## src/rtl/cpx_arb_pkg.sv

```systemverilog
// ---------------------------------------------------------------------------
// cpx_arb_pkg
// Shared constants and types for the per-destination CPX arbiter.
//   NSRC      : number of packet sources (scache0-3 plus the IO bridge)
//   QDEPTH    : destination buffer credits and per-source queue depth
//   CRED_W    : width of the destination credit counter
//   CNT_W     : width of a per-source queue occupancy count
//   QPTR_W    : width of a per-source queue read/write pointer
//   PTR_W     : width of a source index / round-robin pointer
//   SRC_SC0..SRC_SC3, SRC_IO : source index constants
//   lockState_t : whether an atomic pair currently owns the destination
//   nextSrc() : round-robin increment of a source index, wrapping at NSRC
// ---------------------------------------------------------------------------
package cpx_arb_pkg;

    localparam int NSRC   = 5;
    localparam int QDEPTH = 2;

    localparam int CRED_W = $clog2(QDEPTH + 1);
    localparam int CNT_W  = $clog2(QDEPTH + 1);
    localparam int QPTR_W = (QDEPTH > 1) ? $clog2(QDEPTH) : 1;
    localparam int PTR_W  = $clog2(NSRC);

    localparam int SRC_SC0 = 0;
    localparam int SRC_SC1 = 1;
    localparam int SRC_SC2 = 2;
    localparam int SRC_SC3 = 3;
    localparam int SRC_IO  = 4;

    typedef enum logic {
        ARB_OPEN   = 1'b0,
        ARB_LOCKED = 1'b1
    } lockState_t;

    function automatic logic [PTR_W-1:0] nextSrc(input logic [PTR_W-1:0] s);
        return (s == PTR_W'(NSRC - 1)) ? '0 : s + PTR_W'(1);
    endfunction

endpackage

```

## src/rtl/cpx_dest_arb_if.sv

```systemverilog
// ---------------------------------------------------------------------------
// cpx_dest_arb_if
// Bundles the source request side and the core return side of one CPX
// destination arbiter.
//   src_req_cq      : per-source packet request pulse
//   src_atom_cq     : per-source atomic-first-half qualifier
//   spc_credit_ret  : destination freed one buffer entry
//   cpx_grant_ca    : registered one-hot source grant
//   cpx_data_rdy_cx : grant delayed one cycle, packet valid at the core
//   arb_err         : sticky protocol error
// Modports: master drives requests/credits (source side), slave is the
// arbiter itself.
// ---------------------------------------------------------------------------
interface cpx_dest_arb_if;
    import cpx_arb_pkg::*;

    logic [NSRC-1:0] src_req_cq;
    logic [NSRC-1:0] src_atom_cq;
    logic            spc_credit_ret;
    logic [NSRC-1:0] cpx_grant_ca;
    logic            cpx_data_rdy_cx;
    logic            arb_err;

    modport master (
        output src_req_cq,
        output src_atom_cq,
        output spc_credit_ret,
        input  cpx_grant_ca,
        input  cpx_data_rdy_cx,
        input  arb_err
    );

    modport slave (
        input  src_req_cq,
        input  src_atom_cq,
        input  spc_credit_ret,
        output cpx_grant_ca,
        output cpx_data_rdy_cx,
        output arb_err
    );

endinterface

```

## src/rtl/cpx_src_q.sv

```systemverilog
// ---------------------------------------------------------------------------
// cpx_src_q
// Pending-packet queue for one CPX source. Only the atom bit of each packet
// is stored; the packet data itself travels in the CPX buffer chain.
//   clk, reset   : clock, synchronous active-high reset
//   push_i       : request from this source this cycle
//   pushAtom_i   : atom bit of the pushed request
//   pop_i        : this source was granted this cycle
//   headAtom_o   : atom bit of the oldest queued entry
//   tailAtom_o   : atom bit of the newest queued entry
//   empty_o      : no entry queued
//   overflow_o   : a request was dropped because the queue was full
// ---------------------------------------------------------------------------
module cpx_src_q
    import cpx_arb_pkg::*;
(
    input  logic clk,
    input  logic reset,
    input  logic push_i,
    input  logic pushAtom_i,
    input  logic pop_i,
    output logic headAtom_o,
    output logic tailAtom_o,
    output logic empty_o,
    output logic overflow_o
);

    logic [QDEPTH-1:0] atomFifo_q;
    logic [QPTR_W-1:0] rdPtr_q;
    logic [QPTR_W-1:0] wrPtr_q;
    logic [CNT_W-1:0]  count_q;

    logic              full;
    logic              doPush;
    logic              doPop;
    logic [QPTR_W-1:0] tailIdx;

    function automatic logic [QPTR_W-1:0] qNext(input logic [QPTR_W-1:0] p);
        return (p == QPTR_W'(QDEPTH - 1)) ? '0 : p + QPTR_W'(1);
    endfunction

    assign full    = (count_q == CNT_W'(QDEPTH));
    assign empty_o = (count_q == '0);

    // A full queue still accepts a request in the cycle it is popped,
    // which keeps push-and-pop on a full queue count-neutral.
    assign doPop      = pop_i && !empty_o;
    assign doPush     = push_i && (!full || doPop);
    assign overflow_o = push_i && full && !doPop;

    assign tailIdx    = (wrPtr_q == '0) ? QPTR_W'(QDEPTH - 1) : wrPtr_q - QPTR_W'(1);
    assign headAtom_o = atomFifo_q[rdPtr_q];
    assign tailAtom_o = atomFifo_q[tailIdx];

    always_ff @(posedge clk) begin
        if (reset) begin
            atomFifo_q <= '0;
            rdPtr_q    <= '0;
            wrPtr_q    <= '0;
            count_q    <= '0;
        end else begin
            if (doPush) begin
                atomFifo_q[wrPtr_q] <= pushAtom_i;
                wrPtr_q             <= qNext(wrPtr_q);
            end
            if (doPop) begin
                rdPtr_q <= qNext(rdPtr_q);
            end
            if (doPush && !doPop) begin
                count_q <= count_q + CNT_W'(1);
            end else if (doPop && !doPush) begin
                count_q <= count_q - CNT_W'(1);
            end
        end
    end

endmodule

```

## src/rtl/cpx_dest_arb.sv

```systemverilog
// ---------------------------------------------------------------------------
// cpx_dest_arb
// Per-destination CPX arbiter: picks one of the four L2 banks or the IO
// bridge each cycle to return a packet to one SPARC core, subject to the
// destination's buffer credits and atomic-pair locking.
//   rclk   : clock
//   reset  : synchronous active-high reset
//   arbIf  : cpx_dest_arb_if.slave (requests, atom qualifiers, credit
//            return in; one-hot grant, data-ready and error out)
// Build option: CPX_ARB_ERR_EN enables the sticky protocol error checks
// (queue overflow, excess credit return, non-atom request behind an
// unpaired atom first half). Without it arb_err is tied low.
// ---------------------------------------------------------------------------
module cpx_dest_arb
    import cpx_arb_pkg::*;
(
    input  logic           rclk,
    input  logic           reset,
    cpx_dest_arb_if.slave  arbIf
);

    logic [NSRC-1:0]   qEmpty;
    logic [NSRC-1:0]   qHeadAtom;
    logic [NSRC-1:0]   qTailAtom;
    logic [NSRC-1:0]   qOverflow;

    logic [NSRC-1:0]   eligible;
    logic [NSRC-1:0]   grant_d;
    logic [NSRC-1:0]   grant_q;
    logic              dataRdy_q;
    logic              anyGrant;
    logic [PTR_W-1:0]  winner;
    logic [PTR_W-1:0]  searchIdx;

    logic [CRED_W-1:0] credit_q;
    logic [CRED_W-1:0] credit_d;
    logic [PTR_W-1:0]  rrPtr_q;
    logic [PTR_W-1:0]  rrPtr_d;
    lockState_t        lockState_q;
    lockState_t        lockState_d;
    logic [PTR_W-1:0]  lockSrc_q;
    logic [PTR_W-1:0]  lockSrc_d;

    logic              creditRet;
    assign creditRet = arbIf.spc_credit_ret;

    genvar g;
    generate
        for (g = 0; g < NSRC; g++) begin : gSrcQ
            cpx_src_q uSrcQ (
                .clk        (rclk),
                .reset      (reset),
                .push_i     (arbIf.src_req_cq[g]),
                .pushAtom_i (arbIf.src_atom_cq[g]),
                .pop_i      (grant_d[g]),
                .headAtom_o (qHeadAtom[g]),
                .tailAtom_o (qTailAtom[g]),
                .empty_o    (qEmpty[g]),
                .overflow_o (qOverflow[g])
            );
        end
    endgenerate

    // Round-robin pick: walk NSRC slots starting at the pointer and take the
    // first eligible source. While an atomic pair holds the lock only the
    // locked source can be eligible, so everyone else stalls.
    always_comb begin
        eligible  = '0;
        grant_d   = '0;
        anyGrant  = 1'b0;
        winner    = '0;
        searchIdx = rrPtr_q;
        for (int i = 0; i < NSRC; i++) begin
            eligible[i] = !qEmpty[i] && (credit_q != '0) &&
                          ((lockState_q == ARB_OPEN) || (lockSrc_q == PTR_W'(i)));
        end
        for (int i = 0; i < NSRC; i++) begin
            if (!anyGrant && eligible[searchIdx]) begin
                anyGrant = 1'b1;
                winner   = searchIdx;
            end
            searchIdx = nextSrc(searchIdx);
        end
        if (anyGrant) begin
            grant_d[winner] = 1'b1;
        end
    end

    // Lock, pointer and credit next state. Granting an atom first half takes
    // the lock and leaves the pointer alone so the pair's second packet is
    // the next thing granted; any other grant releases the lock and moves
    // the pointer past the winner.
    always_comb begin
        lockState_d = lockState_q;
        lockSrc_d   = lockSrc_q;
        rrPtr_d     = rrPtr_q;
        credit_d    = credit_q;
        if (anyGrant) begin
            if (qHeadAtom[winner]) begin
                lockState_d = ARB_LOCKED;
                lockSrc_d   = winner;
            end else begin
                lockState_d = ARB_OPEN;
                rrPtr_d     = nextSrc(winner);
            end
        end
        if (anyGrant && !creditRet) begin
            credit_d = credit_q - CRED_W'(1);
        end else if (!anyGrant && creditRet && (credit_q != CRED_W'(QDEPTH))) begin
            credit_d = credit_q + CRED_W'(1);
        end
    end

    // Grant is registered; data-ready is the grant one cycle later.
    always_ff @(posedge rclk) begin
        if (reset) begin
            grant_q     <= '0;
            dataRdy_q   <= 1'b0;
            credit_q    <= CRED_W'(QDEPTH);
            rrPtr_q     <= '0;
            lockState_q <= ARB_OPEN;
            lockSrc_q   <= '0;
        end else begin
            grant_q     <= grant_d;
            dataRdy_q   <= |grant_q;
            credit_q    <= credit_d;
            rrPtr_q     <= rrPtr_d;
            lockState_q <= lockState_d;
            lockSrc_q   <= lockSrc_d;
        end
    end

    assign arbIf.cpx_grant_ca    = grant_q;
    assign arbIf.cpx_data_rdy_cx = dataRdy_q;

`ifdef CPX_ARB_ERR_EN
    logic errEvent;
    logic arbErr_q;

    assign errEvent = (|qOverflow) ||
                      (creditRet && (credit_q == CRED_W'(QDEPTH))) ||
                      (|(arbIf.src_req_cq & ~arbIf.src_atom_cq & ~qEmpty & qTailAtom));

    // Sticky until reset.
    always_ff @(posedge rclk) begin
        if (reset) begin
            arbErr_q <= 1'b0;
        end else if (errEvent) begin
            arbErr_q <= 1'b1;
        end
    end

    assign arbIf.arb_err = arbErr_q;
`else
    logic unusedChecks;
    assign unusedChecks  = ^{qOverflow, qTailAtom};
    assign arbIf.arb_err = 1'b0;
`endif

endmodule

```

## src/flat_wrapper.sv

```systemverilog
// flat-port wrapper written by rule: the top's interface ports become plain ports
module cpx_dest_arb_flat import cpx_arb_pkg::*;
  (rclk, reset, arbIf_src_req_cq, arbIf_src_atom_cq, arbIf_spc_credit_ret, arbIf_cpx_grant_ca, arbIf_cpx_data_rdy_cx, arbIf_arb_err);
  cpx_dest_arb_if arbIf_i ();
  input  logic rclk;
  input  logic reset;
  input wire logic [$bits(arbIf_i.src_req_cq)-1:0] arbIf_src_req_cq;
  input wire logic [$bits(arbIf_i.src_atom_cq)-1:0] arbIf_src_atom_cq;
  input wire logic [$bits(arbIf_i.spc_credit_ret)-1:0] arbIf_spc_credit_ret;
  output wire logic [$bits(arbIf_i.cpx_grant_ca)-1:0] arbIf_cpx_grant_ca;
  output wire logic [$bits(arbIf_i.cpx_data_rdy_cx)-1:0] arbIf_cpx_data_rdy_cx;
  output wire logic [$bits(arbIf_i.arb_err)-1:0] arbIf_arb_err;
  assign arbIf_i.src_req_cq = arbIf_src_req_cq;
  assign arbIf_i.src_atom_cq = arbIf_src_atom_cq;
  assign arbIf_i.spc_credit_ret = arbIf_spc_credit_ret;
  assign arbIf_cpx_grant_ca = arbIf_i.cpx_grant_ca;
  assign arbIf_cpx_data_rdy_cx = arbIf_i.cpx_data_rdy_cx;
  assign arbIf_arb_err = arbIf_i.arb_err;
  cpx_dest_arb u_core (.rclk(rclk), .reset(reset), .arbIf(arbIf_i));
endmodule
```

## config.mk

```make
export PLATFORM = sky130hd
export DESIGN_NAME = cpx_dest_arb_flat
export DESIGN_NICKNAME = d
export VERILOG_FILES = /design/src/rtl/cpx_arb_pkg.sv /design/src/rtl/cpx_dest_arb_if.sv /design/src/rtl/cpx_src_q.sv /design/src/rtl/cpx_dest_arb.sv /design/src/flat_wrapper.sv
export SDC_FILE = /design/constraint.sdc
export NUM_CORES = 1
export LEC_CHECK = 0
export ABC_AREA = 1
export ABC_CLOCK_PERIOD_IN_PS = 5480
export CAP_MARGIN = 25
export CORE_MARGIN = 2
export CORE_UTILIZATION = 64
export CTS_CLUSTER_SIZE = 30
export DETAILED_ROUTE_END_ITERATION = 12
export GPL_TIMING_DRIVEN = 0
export PLACE_DENSITY_LB_ADDON = 0.12
export SLEW_MARGIN = 20
export SYNTH_ARGS = -nofsm -noshare
export SYNTH_HDL_FRONTEND = slang
export SYNTH_SLANG_ARGS = --single-unit
```

## constraint.sdc

```tcl
create_clock -name rclk -period 5.48 [get_ports rclk]
set_input_delay 0.548 -clock rclk [delete_from_list [all_inputs] [get_ports rclk]]
set_output_delay 0.548 -clock rclk [all_outputs]
set_load 0.02 [all_outputs]
```

# After elaboration in Yosys (flattened, before gate mapping)
# Cells that the tools add are included.
totals:
  elab_cells: 265
  in_bits: 13
  register_bits: 45
  out_inout_bits: 7
op_classes:
  magnitude_cmp: 22
  reduce_logical: 95
  n_bitwise: 2
  muxes: 78
  add_sub_neg: 27
  eq_ne: 15
ops:
  columns: ["cell", "count"]
  rows:
  - ["$logic_and 1x1->1", 43]
  - ["$mux 1", 38]
  - ["$mux 3", 10]
  - ["$logic_not 1->1", 26]
  - ["$lt 3x4->1 const B", 6]
  - ["$mux 2", 12]
  - ["$lt 1x2->1 const B", 10]
  - ["$bmux 1 s3", 6]
  - ["$eq 3x3->1 const B", 6]
  - ["$add 3x1->3 const B", 5]
  - ["$reduce_bool 2->1", 7]
  - ["$add 2x1->2 const B", 6]
  - ["$sub 2x1->2 const B", 6]
  - ["$add 1x1->1 const B", 10]
  - ["$bwmux 2", 5]
  - ["$eq 2x2->1 const B", 5]
  - ["$logic_not 2->1", 5]
  - ["$logic_or 1x1->1", 10]
  - ["$eq 3x2->1 const B", 2]
  - ["$demux 1 s1", 5]
  - ["$ge 1x1->1 const B", 5]
  - ["$mux 5", 1]
  - ["$reduce_or 5->1", 1]
  - ["$reduce_and 2->1", 2]
  - ["other kinds (6)", 7]

# Longest topological paths before layout
# Gate-level depths: netlist of run 1.
depth:
  depth_word: 31
  depth_mapped: 31
  depth_no_buf: 31

# Modules after synthesis
# Synthesis of run 1 repeated with hierarchy kept, for this count alone.
unflattened:
  cells_unflattened: 540
  area_unflattened_um2: 3424.5
by_module_without_submodules:
  columns: ["mod", "cells_per_inst", "instances", "seq_area_each_um2", "area_each_um2"]
  rows:
  - ["cpx_dest_arb", 270, 1, 300.3, 1729.2]
  - ["cpx_src_q", 54, 5, 120.1, 339.1]

# Worst setup path before layout of run 1
# No wires, ideal clock.
synth_path:
  path_type: "register -> register"
  from: "register u_core.rrPtr_q[0]"
  to: "register u_core.gSrcQ[2].uSrcQ.count_q[1]"
  setup_ns: 0.122
  setup_slack_ns: 1.730
  path_buffers: 0
  required_time_ns: 5.358
  arrival_ns: 3.628
  synth_period_minus_slack_ns: 3.750
  stages_incl_launch_ff: 30
  path_cell_list: "dfxtp_1 > inv_2 > ha_1 > nand2_2 > nand2_4 > ha_1 > nand3_2 > nand2_4 > ha_1 > nor2_1 > inv_1 > nand3_1 > nand3_2 > nand2_2 > inv_2 > nor3_2 > nand2_1 > nand2_1 > nand3_4 > nand2_8 > inv_2 > nand2_2 > nand3_2 > nand2_1 > inv_1 > ha_1 > a21oi_1 > o21ai_0 > o21ai_0 > a21oi_1"
synth_between:
  elab_chain_cells: 26
  word_cells_on_any_way: 55
  cone_classes: "add/sub: 4; order compare: 2; eq/ne: 4; mux: 28; reduce/logical: 17"
synth_lines:
  columns: ["element", "line", "rtl"]
  rows:
  - ["from (decl)", "cpx_dest_arb.sv:37", "logic [PTR_W-1:0] rrPtr_q;"]
  - ["from (signal assigned)", "cpx_dest_arb.sv:127", "rrPtr_q <= rrPtr_d;"]
  - ["parallel branches: the longest is 14 deep, another holds $add 3x1->3", null, null]
  - ["$mux 3 (*)", "cpx_dest_arb.sv:78", "if (!anyGrant && eligible[searchIdx]) begin"]
  - ["net u_core.winner[0]", "cpx_dest_arb.sv:32", "logic [PTR_W-1:0] winner;"]
  - ["$lt 3x4->1 (not written as such) or $ge 3x1->1 (tied branches)", "cpx_dest_arb.sv:85", "grant_d[winner] = 1'b1;"]
  - ["$logic_and 1x1->1 (not written as such)", "cpx_dest_arb.sv:85", null]
  - ["$mux 1 (not written as such)", "cpx_dest_arb.sv:85", null]
  - ["$demux 1 s3 (*)", null, null]
  - ["$mux 5 (*)", "cpx_dest_arb.sv:84", "if (anyGrant) begin"]
  - ["$logic_and 1x1->1 (*)", "cpx_src_q.sv:47", "assign doPop = pop_i && !empty_o;"]
  - ["$logic_or 1x1->1", "cpx_src_q.sv:48", "assign doPush = push_i && (!full || doPop);"]
  - ["$logic_and 1x1->1", "cpx_src_q.sv:48", null]
  - ["$logic_not 1->1", "cpx_src_q.sv:71", "end else if (doPop && !doPush) begin"]
  - ["$logic_and 1x1->1", "cpx_src_q.sv:71", null]
  - ["$reduce_bool 2->1 (no line)", null, null]
  - ["to (signal assigned)", "cpx_src_q.sv:70", "count_q <= count_q + CNT_W'(1);"]
  - ["to (signal assigned)", "cpx_src_q.sv:72", "count_q <= count_q - CNT_W'(1);"]
  - ["to (decl)", "cpx_src_q.sv:31", "logic [CNT_W-1:0] count_q;"]
# Mark *: on every way through the listed nets, which the timed path passes. The select of a mux whose other input is x is not followed.
# A chain may end at the register's enable or synchronous reset.

# Worst setup path after layout of run 1
layout_path:
  from: "register u_core.rrPtr_q[0]"
  to: "register u_core.gSrcQ[0].uSrcQ.count_q[1]"
layout_between:
  elab_chain_cells: 26
  word_cells_on_any_way: 55
  cone_classes: "add/sub: 4; order compare: 2; eq/ne: 4; mux: 28; reduce/logical: 17"
layout_lines:
  columns: ["element", "line"]
  rows:
  - ["parallel branches: the longest is 19 deep, another holds $add 3x1->3", null]
  - ["$mux 5 (*)", "cpx_dest_arb.sv:84"]
  - ["$logic_and 1x1->1 (*)", "cpx_src_q.sv:47"]
  - ["$logic_or 1x1->1", "cpx_src_q.sv:48"]
  - ["$logic_and 1x1->1", "cpx_src_q.sv:48"]
  - ["$logic_not 1->1", "cpx_src_q.sv:71"]
  - ["$logic_and 1x1->1", "cpx_src_q.sv:71"]
  - ["$reduce_bool 2->1 (no line)", null]
  - ["to (signal assigned)", "cpx_src_q.sv:70"]
  - ["to (signal assigned)", "cpx_src_q.sv:72"]
  - ["to (decl)", "cpx_src_q.sv:31"]
# Mark *: on every way between the ends. The select of a mux whose other input is x is not followed.

==> metrics.txt, run 1 <==
remaining antenna violation count 0; post-place instance area 0.00337 mm²; GRT Total Usage 0.262; post-route cell area 0.00345 mm²; port bufs 17; RSZ-0062 raised after global routing false; antenna fix cells 0; most common cell after layout, fill and taps aside nand2_1; Initial Util 0.660; num ports 20; die area 0.00544 mm²; Final Max Slew Viols 0; layout net count 502; width of the die 73.8 µm; Post-Syn Nets 478; most area-consuming cells after synthesis dfxtp_1 29%, nand2_1 10%, nor2_1 6.5%, inv_1 6.4%, nand3_1 6.3%; post-synthesis xor/xnor area fraction 0.00843; Clock Skew 14.5 ps; cell family with the largest share of critical-path delay simple AND/OR/NAND/NOR gates; CTS tree yes; post-route setup TNS 0 ps; largest area contributor in the synthesized netlist dfxtp_1; slowest cell delay on critical path 470 ps; area taken by multi-input logic gates 0.00193 mm²; flops & latches, synth 45; drt wl/cell 12.4 µm; DIE HEIGHT 73.8 µm; DR iter-0 viols 132; initial antenna violation count 0; Crit Path Max Fanout 8; register cell area after layout 901 µm²; Buf/Inv on CP 8; cell mode on critical path inv_2; Synthesis Warnings 0; main combinational cell family by area after synthesis simple AND/OR/NAND/NOR gates; largest net degree at the start of global routing 14; share of cells above drive strength 1 0.185; via count 2,892; post-synthesis compound-gate area fraction 0.112; fin crit share 0.766; Yosys top cell area share 0.289; Worst EP arrival 4390 ps; Final Setup Violations 0; final hold vios 0; post-CTS sizing 0; f_max 0.238 GHz; CP max stage cell dfxtp_1; number of global-route vias before repair 2,642; register area share after synthesis 0.289; count of cell types in the netlist 38; Area Growth Syn to Fin 10.8%; Max Cap Violations 0; Final HPWL DP 5.27 mm; outcome complete, no violations; Num CTS Buffers 5; total grt overflow 0; Core ar. 0.00472 mm²; Min Clock Period, post-route 4200 ps; simple-gate share of the synthesized area 0.434; fillcell total 400; Max Buffers Root-to-Sink 2; worst min-delay path class register to register; clock slew at reported path FFs 80 ps; first-pass GRT wire length 11.0 mm; clock latency at the later pin of the worst-skew pair 310 ps; CP Capture Type register; Post-CTS Hold Buffers 0; multiplexer area fraction after synthesis 0.00682; Synth Area in Adders 0.0562; critical path launch point type register; H-tree levels 2; commonest non-fill, non-tap cells in the layout 86 x nand2_1, 54 x nor2_1, 53 x inv_1; Setup Fix Bufs, Post-CTS 0; CP required 5670 ps; DR pass1 iterations 4; Final GP Congestion 0.890; Synth Area per Inst 6.91 µm²; Vias/cell 5.33; crit path kind register to register; remaining routing DRC violations 0; FF-to-FF setup slack 1280 ps; total routed wirelength 6.75 mm; site row count 25; Cell Area, Synth 0.00312 mm²; Clock Sinks 45; CTS root buf clkbuf_8; Cells after Synth 451
[final cells by class]
type,count,share of cell area
plain buffers,6,0.00797
clock buffers,7,0.0221
clock inverters,1,0.00217
inverters,68,0.0746
multi-input cells,332,0.559
flip-flops and latches,45,0.261
well taps,67,0.0243
repair buffers,17,0.0493
[logic make-up after synthesis]
family	Yosys count
buffers and inverters	74
flip-flops	45
AO/OA/AOI/OAI	64
adder cells (fa/ha/maj)	14
AND/OR/NAND/NOR	248
XOR/XNOR	3
multiplexers	2
other	1
[registers in the layout (all words and copies together), names as in the netlist]
register,flops
u_core.gSrcQ.uSrcQ.atomFifo_q,10
u_core.gSrcQ.uSrcQ.wrPtr_q,5
u_core.gSrcQ.uSrcQ.rdPtr_q,5
u_core.arbIf.cpx_data_rdy_cx,1
u_core.credit_q,2
u_core.rrPtr_q,3
u_core.lockState_q,1
u_core.lockSrc_q,3
u_core.gSrcQ.uSrcQ.count_q,10
u_core.arbIf.cpx_grant_ca,5
[cell usage after synthesis]
library cell	count
nand2_1	86
nor2_1	54
inv_1	53
dfxtp_1	45
nand3_1	39
a21oi_1	31
o21ai_0	28
nand2_2	19
ha_1	14
nand3_2	14
inv_2	13
nand2_4	9
nor2_2	5
clkbuf_1	4
nor2_4	4
nand3b_1	3
nand4_1	3
or2_2	3
xor2_1	3
nand3_4	2
nor2_8	2
a21boi_2	1
a21oi_2	1
a31oi_4	1
buf_2	1
buf_4	1
clkinv_1	1
conb_1	1
inv_4	1
mux2_2	1
mux2i_1	1
nand2_8	1
nand3b_2	1
nand4_2	1
nor3_2	1
o2111ai_1	1
o21ai_1	1
or4_1	1
[stage by stage]
step	util	worst slack (ps)	cells	hold WS, ps
3_5_place_dp	0.714	1320	535	457
2_1_floorplan	-	1730	451	431
5_1_grt	0.731	909	543	494
4_1_cts	0.731	1300	543	470
3_3_place_gp	0.714	1420	535	444
6_report	0.731	1280	543	470
[worst paths after layout]
path / to / depth (start not counted) / from
worst max register to register: u_core.gSrcQ[0].uSrcQ.count_q[1]$_SDFFE_PP0P_ / 29 / u_core.rrPtr_q[0]$_SDFFE_PP0P_
worst min-delay path: u_core.gSrcQ[3].uSrcQ.atomFifo_q[0]$_SDFFE_PP0P_ / 2 / u_core.gSrcQ[3].uSrcQ.atomFifo_q[0]$_SDFFE_PP0P_
worst max-delay path: u_core.gSrcQ[0].uSrcQ.count_q[1]$_SDFFE_PP0P_ / 29 / u_core.rrPtr_q[0]$_SDFFE_PP0P_
worst min register to register: u_core.gSrcQ[3].uSrcQ.atomFifo_q[0]$_SDFFE_PP0P_ / 2 / u_core.gSrcQ[3].uSrcQ.atomFifo_q[0]$_SDFFE_PP0P_
[metal layers]
metal / global-route usage / vias up / wire length, µm
met5: 0 / - / 0
met4: 0.109 / 0 / 123
met3: 0.0604 / 10 / 321
met2: 0.440 / 63 / 3310
met1: 0.320 / 1330 / 2990
li1: - / 1489 / -
[worst register-to-register path: cells and delay by family (launching register included)]
kind,cells,cell delay [ps]
AND/OR/NAND/NOR,13,1370
flip-flops,1,470
buffers and inverters,8,660
AO/OA/AOI/OAI,4,470
adder cells (fa/ha/maj),4,1120
Power of run 1 is not shown: default switching activity piles up to over one toggle a cycle in this logic, so the estimate is an artifact.
==> run 2, diff against run 1 <==
- ABC_CLOCK_PERIOD_IN_PS: 5480 -> 3600
- CORE_UTILIZATION: 64 -> 54
- clock period: 5.48 -> 3.6 ns (I/O delays scaled with it)
==> run 2 against run 1 <==
Compared with the run above: die area grew 17%; register-to-register slack lost 1300 ps; cell area grew 19%; core utilization grew 1.0 points; via count grew 6.3%; first-iteration DRC count grew 42%; worst hold slack lost 16 ps; cell count grew 8.8%; clock skew shrank 5.7 ps; largest cell class unchanged.
==> metrics.txt, run 2 (synthesis results as in run 1) <==
fillcell total 426 (+6.5%); f_max 0.279 GHz (+17%); initial antenna violation count 0 (unchanged); crit path kind register to register; total grt overflow 0 (unchanged); worst min-delay path class primary input to register; Num CTS Buffers 5 (unchanged); Clock Sinks 45 (unchanged); Min Clock Period, post-route 3590 ps (-611 ps); Final HPWL DP 5.15 mm (-2.3%); most common cell after layout, fill and taps aside nand2_1; num ports 20 (unchanged); clock latency at the later pin of the worst-skew pair 300 ps (about the same); RSZ-0062 raised after global routing true; CTS root buf clkbuf_8; Max Buffers Root-to-Sink 2 (unchanged); Initial Util 0.563 (-0.0973); top flop regs u_core.gSrcQ.uSrcQ.atomFifo_q (10), u_core.gSrcQ.uSrcQ.count_q (10); fin crit share 0.996 (+0.230); GRT Total Usage 0.241 (-0.0208); cell mode on critical path nand2_4; total routed wirelength 7.92 mm (+17%); Final Max Slew Viols 0 (unchanged); layout net count 545 (+8.6%); routed wl met2 3.96 mm (+20%); drt wl/cell 13.4 µm (+7.8%); first-pass GRT wire length 12.2 mm (+10%); remaining antenna violation count 0 (unchanged); critical path launch point type register; clock slew at reported path FFs 90 ps (about the same); width of the die 80.0 µm (+8.4%); largest net degree at the start of global routing 15 (+1); DIE HEIGHT 80.0 µm (+8.4%); CTS tree yes; commonest non-fill, non-tap cells in the layout 80 x nand2_1, 52 x nor2_1, 47 x inv_1; Post-CTS Hold Buffers 0 (unchanged); WL met1 3.42 mm (+14%); Buf/Inv on CP 7 (-1); CP max stage cell dfxtp_4; Worst-Margin Slew 598 ps; antenna fix cells 0 (unchanged); Worst Slack Setup Final 14.0 ps (-1270 ps); Max-slew headroom 0.602; met3 wire len 386 µm (+20%); H-tree levels 2 (unchanged); via count 3,075 (+6.3%); Final Setup Violations 0 (unchanged); Max Used Layer met4; CP Capture Type register; Crit Path Max Fanout 5 (-3); share of cells above drive strength 1 0.316 (+0.131); DR pass1 iterations 5 (+1); number of global-route vias before repair 2,803 (+6.1%); DR iter-0 viols 187 (+42%); remaining routing DRC violations 0 (unchanged); Core ar. 0.00554 mm² (+17%); site row count 27 (+8.0%); cell family with the largest share of critical-path delay simple AND/OR/NAND/NOR gates; dpl ws -391 ps (-1710 ps); Area Growth Syn to Fin 31.9%; Clock Skew 8.79 ps (-5.73 ps); Vias/cell 5.20 (-2.3%); die area 0.00640 mm² (+17%); slowest cell delay on critical path 370 ps (-100 ps); CP required 3800 ps (-1870 ps); Worst EP arrival 3790 ps (-600 ps); final hold vios 0 (unchanged); Max Cap Violations 0 (unchanged); outcome complete, no violations; port bufs 17 (unchanged); Final GP Congestion 0.837 (-6.0%)
run 2: cell types whose count changed in the layout (fill, tap and decap cells not counted), sizes merged:
cell	delta
clkbuf	-1
inv	-1
bufinv	+1
clkinv	+2
clkinvlp	-1
buf	+43
run 2: timing repair:
action / CTS / global route
gates cloned: 0 / 0
hold endpoints to repair: 0 / 0
setup endpoints to repair: 11 / 10
buffers inserted: 14 / 29
pin swaps: 14 / 30
resized for setup: 29 / 41
run 2: path summary, 6_finish.rpt:
| kind | start | end | slack (ps) | depth (start not counted) |
|---|---|---|---|---|
| hold reg to reg | u_core.gSrcQ[4].uSrcQ.atomFifo_q[1]$_SDFFE_PP0P_ | u_core.gSrcQ[4].uSrcQ.atomFifo_q[1]$_SDFFE_PP0P_ | 460 | 2 |
| hold / removal | reset | u_core.gSrcQ[3].uSrcQ.atomFifo_q[0]$_SDFFE_PP0P_ | 450 | 2 |
| setup / recovery | u_core.rrPtr_q[1]$_SDFFE_PP0P_ | u_core.gSrcQ[1].uSrcQ.count_q[1]$_SDFFE_PP0P_ | 10 | 28 |
| setup reg to reg | u_core.rrPtr_q[1]$_SDFFE_PP0P_ | u_core.gSrcQ[1].uSrcQ.count_q[1]$_SDFFE_PP0P_ | 10 | 28 |
run 2: layout make-up:
type,count,area [µm²],area share
Inverter,68,273,0.0664
Clock inverter,2,38.8,0.00944
Sequential cell,45,908,0.221
Tap cell,72,90.1,0.0219
Clock buffer,6,72.6,0.0177
Buffer,6,27.5,0.00670
Timing Repair Buffer,60,500,0.122
Multi-Input combinational cell,332,2200,0.535
run 2: metal layers:
layer | global-route usage | vias to the layer above
li1 | - | 1574
met1 | 0.298 | 1395
met2 | 0.414 | 90
met3 | 0.0396 | 16
met4 | 0.100 | 0
met5 | 0 | -
run 2: per-stage QoR:
stage                      util  instance area [µm²]  TNS, ps  std cells  hold WS (ps)
after floorplan               -                 3140        0        451           431
after global placement    0.613                 3400    -1630        540           448
after detailed placement  0.613                 3400    -2600        540           452
after CTS                 0.669                 3710        0        562           463
after global routing      0.742                 4110     -572        591           479
final                     0.742                 4110        0        591           454
Power of run 2 is left out for the same reason.
